`src/rtl/uart_pkg.sv`:
```
// Shared definitions for the configurable UART receiver: FSM encoding and parity modes.
package uart_pkg;

  typedef enum logic [2:0] {
    ST_IDLE   = 3'd0,
    ST_START  = 3'd1,
    ST_DATA   = 3'd2,
    ST_PARITY = 3'd3,
    ST_STOP   = 3'd4
  } state_t;

  localparam int unsigned PAR_NONE = 0;
  localparam int unsigned PAR_ODD  = 1;
  localparam int unsigned PAR_EVEN = 2;

endpackage

```
`src/rtl/uart_rx_sync.sv`:
```
// Two-flop synchroniser for the asynchronous serial line; resets to the idle level.
module uart_rx_sync (
  input  logic clk,
  input  logic rst,
  input  logic d,
  output logic q
);

  logic [1:0] sync_q;

  // Shift the line through two flops; reset to 1 so no false start appears on release.
  always_ff @(posedge clk) begin
    if (rst) begin
      sync_q <= 2'b11;
    end else begin
      sync_q <= {sync_q[0], d};
    end
  end

  assign q = sync_q[1];

endmodule

```
`src/rtl/uart_rx_cfg.sv`:
```
// Oversampling UART receiver with configurable data width, parity and stop bits.
module uart_rx_cfg
  import uart_pkg::*;
#(
  parameter int unsigned DATA_BITS  = 8,
  parameter int unsigned OVERSAMPLE = 16,
  parameter int unsigned PARITY     = 0,
  parameter int unsigned STOP_BITS  = 1
) (
  input  logic                 clk,
  input  logic                 rst,
  input  logic                 uart_rx,
  input  logic                 os_tick,
  output logic [DATA_BITS-1:0] data,
  output logic                 valid_data,
  output logic                 parity_err,
  output logic                 frame_err,
  output logic                 busy
);

  localparam int unsigned TW = $clog2(OVERSAMPLE);
  localparam int unsigned BW = 4;
  localparam logic [TW-1:0] T_HALF      = TW'(OVERSAMPLE / 2 - 1);
  localparam logic [TW-1:0] T_LAST      = TW'(OVERSAMPLE - 1);
  localparam logic [BW-1:0] B_DATA_LAST = BW'(DATA_BITS - 1);
  localparam logic [BW-1:0] B_STOP_LAST = BW'(STOP_BITS - 1);
  localparam logic          HAS_PAR     = (PARITY != PAR_NONE);

  state_t                 state, next_state;
  logic                   rx_s;
  logic [TW-1:0]          tick_cnt;
  logic [BW-1:0]          bit_cnt;
  logic [DATA_BITS-1:0]   shift_q;
  logic                   par_err_acc, frm_err_acc, armed;
  logic                   at_half, at_last, par_x, par_err_c;
  logic                   cnt_clr, cnt_inc, bit_clr, bit_inc;
  logic                   shift_en, par_en, stop_en, done;

  uart_rx_sync u_sync (
    .clk (clk),
    .rst (rst),
    .d   (uart_rx),
    .q   (rx_s)
  );

  assign at_half = (tick_cnt == T_HALF);
  assign at_last = (tick_cnt == T_LAST);

  // Parity check against the received bit: odd wants XOR=1, even wants XOR=0.
  always_comb begin
    par_x     = (^shift_q) ^ rx_s;
    par_err_c = 1'b0;
    if (PARITY == PAR_ODD)  par_err_c = ~par_x;
    if (PARITY == PAR_EVEN) par_err_c = par_x;
  end

  // State register.
  always_ff @(posedge clk) begin
    if (rst) state <= ST_IDLE;
    else     state <= next_state;
  end

  // Next-state logic; every transition is gated by os_tick so the FSM holds without it.
  always_comb begin
    next_state = state;
    case (state)
      ST_IDLE:   if (os_tick && !rx_s && armed) next_state = ST_START;
      ST_START:  if (os_tick && at_half) next_state = rx_s ? ST_IDLE : ST_DATA;
      ST_DATA:   if (os_tick && at_last && (bit_cnt == B_DATA_LAST))
                   next_state = HAS_PAR ? ST_PARITY : ST_STOP;
      ST_PARITY: if (os_tick && at_last) next_state = ST_STOP;
      ST_STOP:   if (os_tick && at_last && (bit_cnt == B_STOP_LAST)) next_state = ST_IDLE;
      default:   next_state = ST_IDLE;
    endcase
  end

  // Datapath control strobes decoded from state and the tick counter.
  always_comb begin
    cnt_clr  = 1'b0;
    cnt_inc  = 1'b0;
    bit_clr  = 1'b0;
    bit_inc  = 1'b0;
    shift_en = 1'b0;
    par_en   = 1'b0;
    stop_en  = 1'b0;
    done     = 1'b0;
    case (state)
      ST_IDLE: begin
        cnt_clr = 1'b1;
        bit_clr = 1'b1;
      end
      ST_START: if (os_tick) begin
        if (at_half) begin
          cnt_clr = 1'b1;
          bit_clr = 1'b1;
        end else begin
          cnt_inc = 1'b1;
        end
      end
      ST_DATA: if (os_tick) begin
        if (at_last) begin
          cnt_clr  = 1'b1;
          shift_en = 1'b1;
          if (bit_cnt == B_DATA_LAST) bit_clr = 1'b1;
          else                        bit_inc = 1'b1;
        end else begin
          cnt_inc = 1'b1;
        end
      end
      ST_PARITY: if (os_tick) begin
        if (at_last) begin
          cnt_clr = 1'b1;
          par_en  = 1'b1;
          bit_clr = 1'b1;
        end else begin
          cnt_inc = 1'b1;
        end
      end
      ST_STOP: if (os_tick) begin
        if (at_last) begin
          cnt_clr = 1'b1;
          stop_en = 1'b1;
          bit_inc = 1'b1;
          done    = (bit_cnt == B_STOP_LAST);
        end else begin
          cnt_inc = 1'b1;
        end
      end
      default: ;
    endcase
  end

  // Counters, shift register, error accumulators and registered outputs.
  always_ff @(posedge clk) begin
    if (rst) begin
      tick_cnt    <= '0;
      bit_cnt     <= '0;
      shift_q     <= '0;
      par_err_acc <= 1'b0;
      frm_err_acc <= 1'b0;
      armed       <= 1'b1;
      data        <= '0;
      valid_data  <= 1'b0;
      parity_err  <= 1'b0;
      frame_err   <= 1'b0;
      busy        <= 1'b0;
    end else begin
      valid_data <= done;
      busy       <= (next_state != ST_IDLE);

      if (cnt_clr)      tick_cnt <= '0;
      else if (cnt_inc) tick_cnt <= tick_cnt + TW'(1);

      if (bit_clr)      bit_cnt <= '0;
      else if (bit_inc) bit_cnt <= bit_cnt + BW'(1);

      if (shift_en) shift_q <= {rx_s, shift_q[DATA_BITS-1:1]};

      if (state == ST_IDLE) begin
        par_err_acc <= 1'b0;
        frm_err_acc <= 1'b0;
      end
      if (par_en)            par_err_acc <= par_err_c;
      if (stop_en && !rx_s)  frm_err_acc <= 1'b1;

      if (done) begin
        data       <= shift_q;
        parity_err <= par_err_acc;
        frame_err  <= frm_err_acc | ~rx_s;
        // A break (all-zero word, low stop) disarms start detection until the line idles.
        if ((shift_q == '0) && (frm_err_acc | ~rx_s)) armed <= 1'b0;
      end
      if ((state == ST_IDLE) && os_tick && rx_s) armed <= 1'b1;
    end
  end

endmodule
```
`config.mk`:
```
export PLATFORM = sky130hd
export DESIGN_NAME = uart_rx_cfg
export DESIGN_NICKNAME = d
export VERILOG_FILES = /design/src/rtl/uart_pkg.sv /design/src/rtl/uart_rx_sync.sv /design/src/rtl/uart_rx_cfg.sv
export SDC_FILE = /design/constraint.sdc
export NUM_CORES = 1
export LEC_CHECK = 0
export BUFFER_PORTS_ARGS = -buffer_cell sky130_fd_sc_hd__buf_2
export CAP_MARGIN = 20
export CORE_MARGIN = 2
export CORE_UTILIZATION = 30
export CTS_CLUSTER_DIAMETER = 30
export CTS_CLUSTER_SIZE = 30
export DETAILED_ROUTE_END_ITERATION = 10
export GPL_ROUTABILITY_DRIVEN = 0
export PLACE_DENSITY = 0.53
export SLEW_MARGIN = 20
export SYNTH_ARGS = -nofsm -noshare
export SYNTH_HDL_FRONTEND = slang
export SYNTH_SLANG_ARGS = --single-unit
export TNS_END_PERCENT = 10
```
`constraint.sdc`:
```
create_clock -name clk -period 1.6 [get_ports clk]
set_input_delay 0.32 -clock clk [delete_from_list [all_inputs] [get_ports clk]]
set_output_delay 0.32 -clock clk [all_outputs]
set_load 0.02 [all_outputs]
```
# Word level (Yosys, flattened, before mapping)
# Cells that the tools add are included.
[word_totals]
reg_bits = 34
elab_cells = 75
[classes]
mux = 32
n_reduce_logical = 21
n_addsub = 2
eq_ne = 7
bitwise_logic = 2
[ops]
columns = ["op", "n"]
rows = [
  ["$mux W1", 21],
  ["$mux W3", 5],
  ["$pmux W3 S5", 1],
  ["$logic_and A1 B1 Y1", 10],
  ["$add A4 B1 Y4 const B", 2],
  ["$eq A4 B3 Y1 const B", 2],
  ["$logic_not A8 Y1", 1],
  ["$eq A3 B2 Y1 const B", 2],
  ["$reduce_or A2 Y1", 3],
  ["$eq A4 B4 Y1 const B", 1],
  ["$logic_not A4 Y1", 1],
  ["$pmux W1 S2", 2],
  ["$pmux W1 S4", 1],
  ["$eq A3 B1 Y1 const B", 1],
  ["$eq A3 B3 Y1 const B", 1],
  ["$logic_not A3 Y1", 1],
  ["$pmux W1 S3", 1],
  ["$reduce_bool A3 Y1", 1],
  ["$reduce_or A3 Y1", 1],
  ["$mux W2", 1],
  ["$reduce_and A2 Y1", 1],
  ["$reduce_bool A2 Y1", 1],
  ["$logic_not A1 Y1", 1],
  ["$not A1 Y1", 1],
  ["$or A1 B1 Y1", 1],
]

# Depth between registers and ports, before layout
[depth]
word_depth = 6
ltp_mapped = 7

# Modules after synthesis
# From an unflattened synthesis, not the netlist that was laid out.
[hier_totals]
cells_unflattened = 172
hier_area_um2 = 1586.5
[modules_own_cells]
columns = ["mod", "cells_per_inst", "n_inst", "area_each_um2"]
rows = [
  ["uart_rx_cfg", 168, 1, 1534.0],
  ["uart_rx_sync", 4, 1, 52.6],
]

# Worst setup path before layout
# Ideal clock, no wire load.
[synth_path]
path_kind = "register to register"
startpoint = "register tick_cnt[0]"
endpoint = "register busy"
setup_ps = 120
path_buffers = 0
arrival_time_ps = 1600
synth_period_minus_slack_ps = 1719
setup_slack_ps = -119
stages_incl_launch_ff = 6
path_cell_list = "dfxtp_1 > ha_1 > nand4_1 > and4b_1 > o31a_1 > a211o_1"
[synth_via]
elab_chain_len = 6
[synth_lines]
columns = ["item", "line_no", "rtl"]
rows = [
  ["from (decl)", "uart_rx_cfg.sv:31", "logic [TW-1:0] tick_cnt;"],
  ["from (signal assigned)", "uart_rx_cfg.sv:152", "else if (cnt_inc) tick_cnt <= tick_cnt + TW'(1);"],
  ["$eq A4 B4 Y1", "uart_rx_cfg.sv:47", "assign at_last = (tick_cnt == T_LAST);"],
  ["$logic_and A1 B1 Y1", "uart_rx_cfg.sv:69, uart_rx_cfg.sv:71, uart_rx_cfg.sv:72", ""],
  ["$logic_and A1 B1 Y1 (on tied branches)", "uart_rx_cfg.sv:72, uart_rx_cfg.sv:69", ""],
  ["$mux W3 (on tied branches)", "uart_rx_cfg.sv:72, uart_rx_cfg.sv:69", ""],
  ["$pmux W3 S5 (*)", "uart_rx_cfg.sv:66", "case (state)"],
  ["$reduce_bool A3 Y1 (*)", "uart_rx_cfg.sv:149", "busy <= (next_state != ST_IDLE);"],
  ["to (signal assigned)", "uart_rx_cfg.sv:149", ""],
  ["to (decl)", "uart_rx_cfg.sv:18", "output logic busy"],
]
# Every way passes the cells marked *; elsewhere a longest branch is shown, timed or not.
# A chain may end at the register's enable or synchronous reset.

# Worst setup path in the final report
[layout_path]
startpoint = "register state[1]"
endpoint = "register tick_cnt[3]"
[layout_via]
elab_chain_len = 4
[layout_lines]
columns = ["item", "line_no", "rtl"]
rows = [
  ["from (decl)", "uart_rx_cfg.sv:29", "state_t state, next_state;"],
  ["from (signal assigned)", "uart_rx_cfg.sv:60", "else state <= next_state;"],
  ["$eq A3 B3 Y1 or $eq A3 B2 Y1 (tied branches)", "uart_rx_cfg.sv:87", "case (state)"],
  ["$reduce_or A3 Y1 (no line)", "n/a", ""],
  ["$pmux W1 S3", "uart_rx_cfg.sv:87", ""],
  ["$reduce_or A2 Y1 (no line)", "n/a", ""],
]
# Parallel ways exist; a longest one is shown, timed or not.

==> impl_metrics.toml <==
[outcome]
outcome = "complete, but fails checks"
violations = "negative setup slack"

[layout]
diodes = 0
multiInputGateArea_sq_um = 887
nFillCells = 535
fin_area_sq_um = 2070
ff_latch_area_sq_um = 689
drive_gt1_frac = 0.362
instances_no_fill = 280
synthToLayoutAreaGrowth_pct = 31.9
fin_nets = 216

[worst_setup_path]
crit_buf_inv = 1
crit_family = "compound AO/OA/AOI/OAI gates"
crit_arrival_ps = 1830
cp.depth = 5
critical_path_peak_fanout = 5
critPathMaxStageDelay_ps = 530
cp-end-kind = "flip-flop"
path_cells = "buf_4 -> o21a_1 -> o211a_1 -> or4_4 -> a21oi_2"
required_ps = 1820
path_class = "reg -> reg"
cpMaxStageDelayCell = "or4_4"
start_kind = "flip-flop"
reg2reg_depth = 5

[synthesis]
synth_largest_area_cell = "dfxtp_1"
syn_area_per_cell_sq_um = 9.08
synth_area_sq_um = 1570
synth-edff-count = 0
async_flop_share = 0
synthTopCellsByCount = "dfxtp_1 (34), nor2_1 (23), mux2i_1 (17)"
yosysSeqAreaShare = 0.433
synthDistinctLibCells = 41
synth_warnings = 0
syn_inst = 173
ys_top_cells_by_area = "dfxtp_1 (43%), mux2i_1 (11%), nor2_1 (5.5%)"
yosysTopAreaCellShare = 0.433
synth.most_common_cell = "dfxtp_1"
synth_seq_cells = 34
ys.flop_type = "dfxtp_1"
postSynthNetCount = 180

[cts]
clk_path_buf_depth = 2
clk_pin_slew_ps = 80
cts-htree-levels = 2
cts_hold_buf = 0
cts_buffers = 5
clk_latency_ps = 280
cts.sinks = 34
cts-root-buf = "clkbuf_8"
cts_tree = "built"

[floorplanning]
start_util = 0.310
die_area_sq_um = 5830
die_x_um = 76.4
rows = 26
die_y_um = 76.4
ios = 16
core_area_sq_um = 5070

[grt]
grt_pass1_wl_um = 6100
antenna_found_initial = 0
overflow = 0
grt_pass1_vias = 1332
grtUsageTotal = 0.130
grt_max_degree = 24

[sta]
setup_ws_ps = -14.7
rsz0062_at_grt = "yes"
skew_ps = 9.19
holdWs_ps = 221
slew_violations = 0
period_share = 1.01
fmax_mhz = 619
hold_viol = 0
setup_viol = 2
fin_crit_ps = 1610
setup-tns-final_ps = -19.6

[placement]
io_buffers = 14
preCtsSetupSlack_ps = -22.1
dp_hpwl_um = 2470
place_area_sq_um = 1880
dp_cells = 269

[route]
wl_met3_um = 105
maxUsedRoutingLayer = "met4"
drt-wirelength-per-cell_um = 12.1
wl_met1_um = 1690
viasPerCell = 4.86
dr.first_iter.drc_count = 113
wl_met2_um = 1540
routed_wirelength_um = 3380
antenna_left = 0
dr_total_vias = 1360
drc = 0
drt_first_pass_iters = 6

[worst_hold_path]
hp-class = "in -> reg"
hold_path_depth = 2

[run]
drv_cap = 0

[pwr]
ir_worst_vdd_mv = 0.373
pwr_density_cell_nw_per_um2 = 815
cellLeakagePower_uw = 0.000968
[state kept, by name (all words and copies together) (netlist names)]
| register | count |
|---|---|
| tick_cnt | 4 |
| u_sync.sync_q | 2 |
| bit_cnt | 4 |
| state | 3 |
| armed | 1 |
| frame_err | 1 |
| frm_err_acc | 1 |
| valid_data | 1 |
| data | 8 |
| busy | 1 |
| shift_q | 8 |
[cell families after synthesis]
| family | after synthesis | share of synthesized area |
|---|---|---|
| AOI/OAI and AO/OA | 34 | 0.149 |
| and+or+nand+nor | 66 | 0.232 |
| muxes | 17 | 0.108 |
| buffers and inverters | 17 | 0.0462 |
| other | 1 | 0.00239 |
| DFF | 34 | 0.433 |
| adders and majority gates | 3 | 0.0239 |
| xor gates and xnor gates | 1 | 0.00557 |
[repair_timing]
item | in CTS | in global routing
buffers inserted | 3 | 0
setup endpoints to repair | 3 | 25
resized for setup | 5 | 14
pin swaps | 6 | 4
endpoints found under the hold margin | 0 | 0
[worst register-to-register path, stage by stage (launching register included)]
cell	delay, ps
dfxtp_2	340
buf_4	150
o21a_1	160
o211a_1	250
or4_4	530
a21oi_2	120
[per-stage QoR]
step	utilization	power (uW)
floorplan	-	906
global placement	0.371	925
detailed placement	0.371	925
CTS	0.400	1720
global route	0.409	1780
finish	0.409	1690
[layout make-up]
| cell class | instances | area share |
|---|---|---|
| Inverter | 4 | 0.00724 |
| Sequential cell | 34 | 0.333 |
| Clock buffer | 5 | 0.0332 |
| Tap cell | 70 | 0.0422 |
| Clock inverter | 3 | 0.0217 |
| Multi-Input combinational cell | 122 | 0.428 |
| Timing Repair Buffer | 42 | 0.135 |
[placed cells by master, fill, tap and decap left out, types with 3 or more instances in the layout]
| master | Yosys | routed |
|---|---|---|
| dfxtp_1 | 34 | 27 |
| and3_1 | 4 | 4 |
| dfxtp_2 | 0 | 7 |
| a211oi_1 | 4 | 3 |
| inv_1 | 4 | 4 |
| o21ai_0 | 8 | 7 |
| a21oi_2 | 0 | 3 |
| mux2i_1 | 17 | 17 |
| nand3_1 | 8 | 8 |
| nand4_1 | 3 | 3 |
| nor2_1 | 23 | 22 |
| o211a_1 | 3 | 3 |
| buf_2 | 4 | 14 |
| o31ai_1 | 3 | 3 |
| buf_4 | 1 | 28 |
| a21oi_1 | 6 | 3 |
| nor3_1 | 4 | 4 |
| clkbuf_8 | 0 | 5 |
[power breakdown]
part	switching (uW)	internal, uW	total (uW)
clock	320	463	783
sequential	1.78	850	851
combinational	33.2	21.3	54.6
[routing by layer]
metal	global-route usage	vias up
met1	0.170	643
li1	-	699
met3	0.0403	2
met5	0	-
met2	0.197	16
met4	0.0545	0
[path summary, 6_finish.rpt]
path                                                  start                          end  slack (ps)
worst min register to register  u_sync.sync_q[0]$_SDFF_PP1_  u_sync.sync_q[1]$_SDFF_PP1_         410
worst min-delay path                                uart_rx  u_sync.sync_q[0]$_SDFF_PP1_         220
worst max-delay path                    state[1]$_SDFF_PP0_     tick_cnt[3]$_SDFFE_PP0P_         -10
worst max register to register          state[1]$_SDFF_PP0_     tick_cnt[3]$_SDFFE_PP0P_         -10
Note: power is estimated with default switching activity, not from simulation.
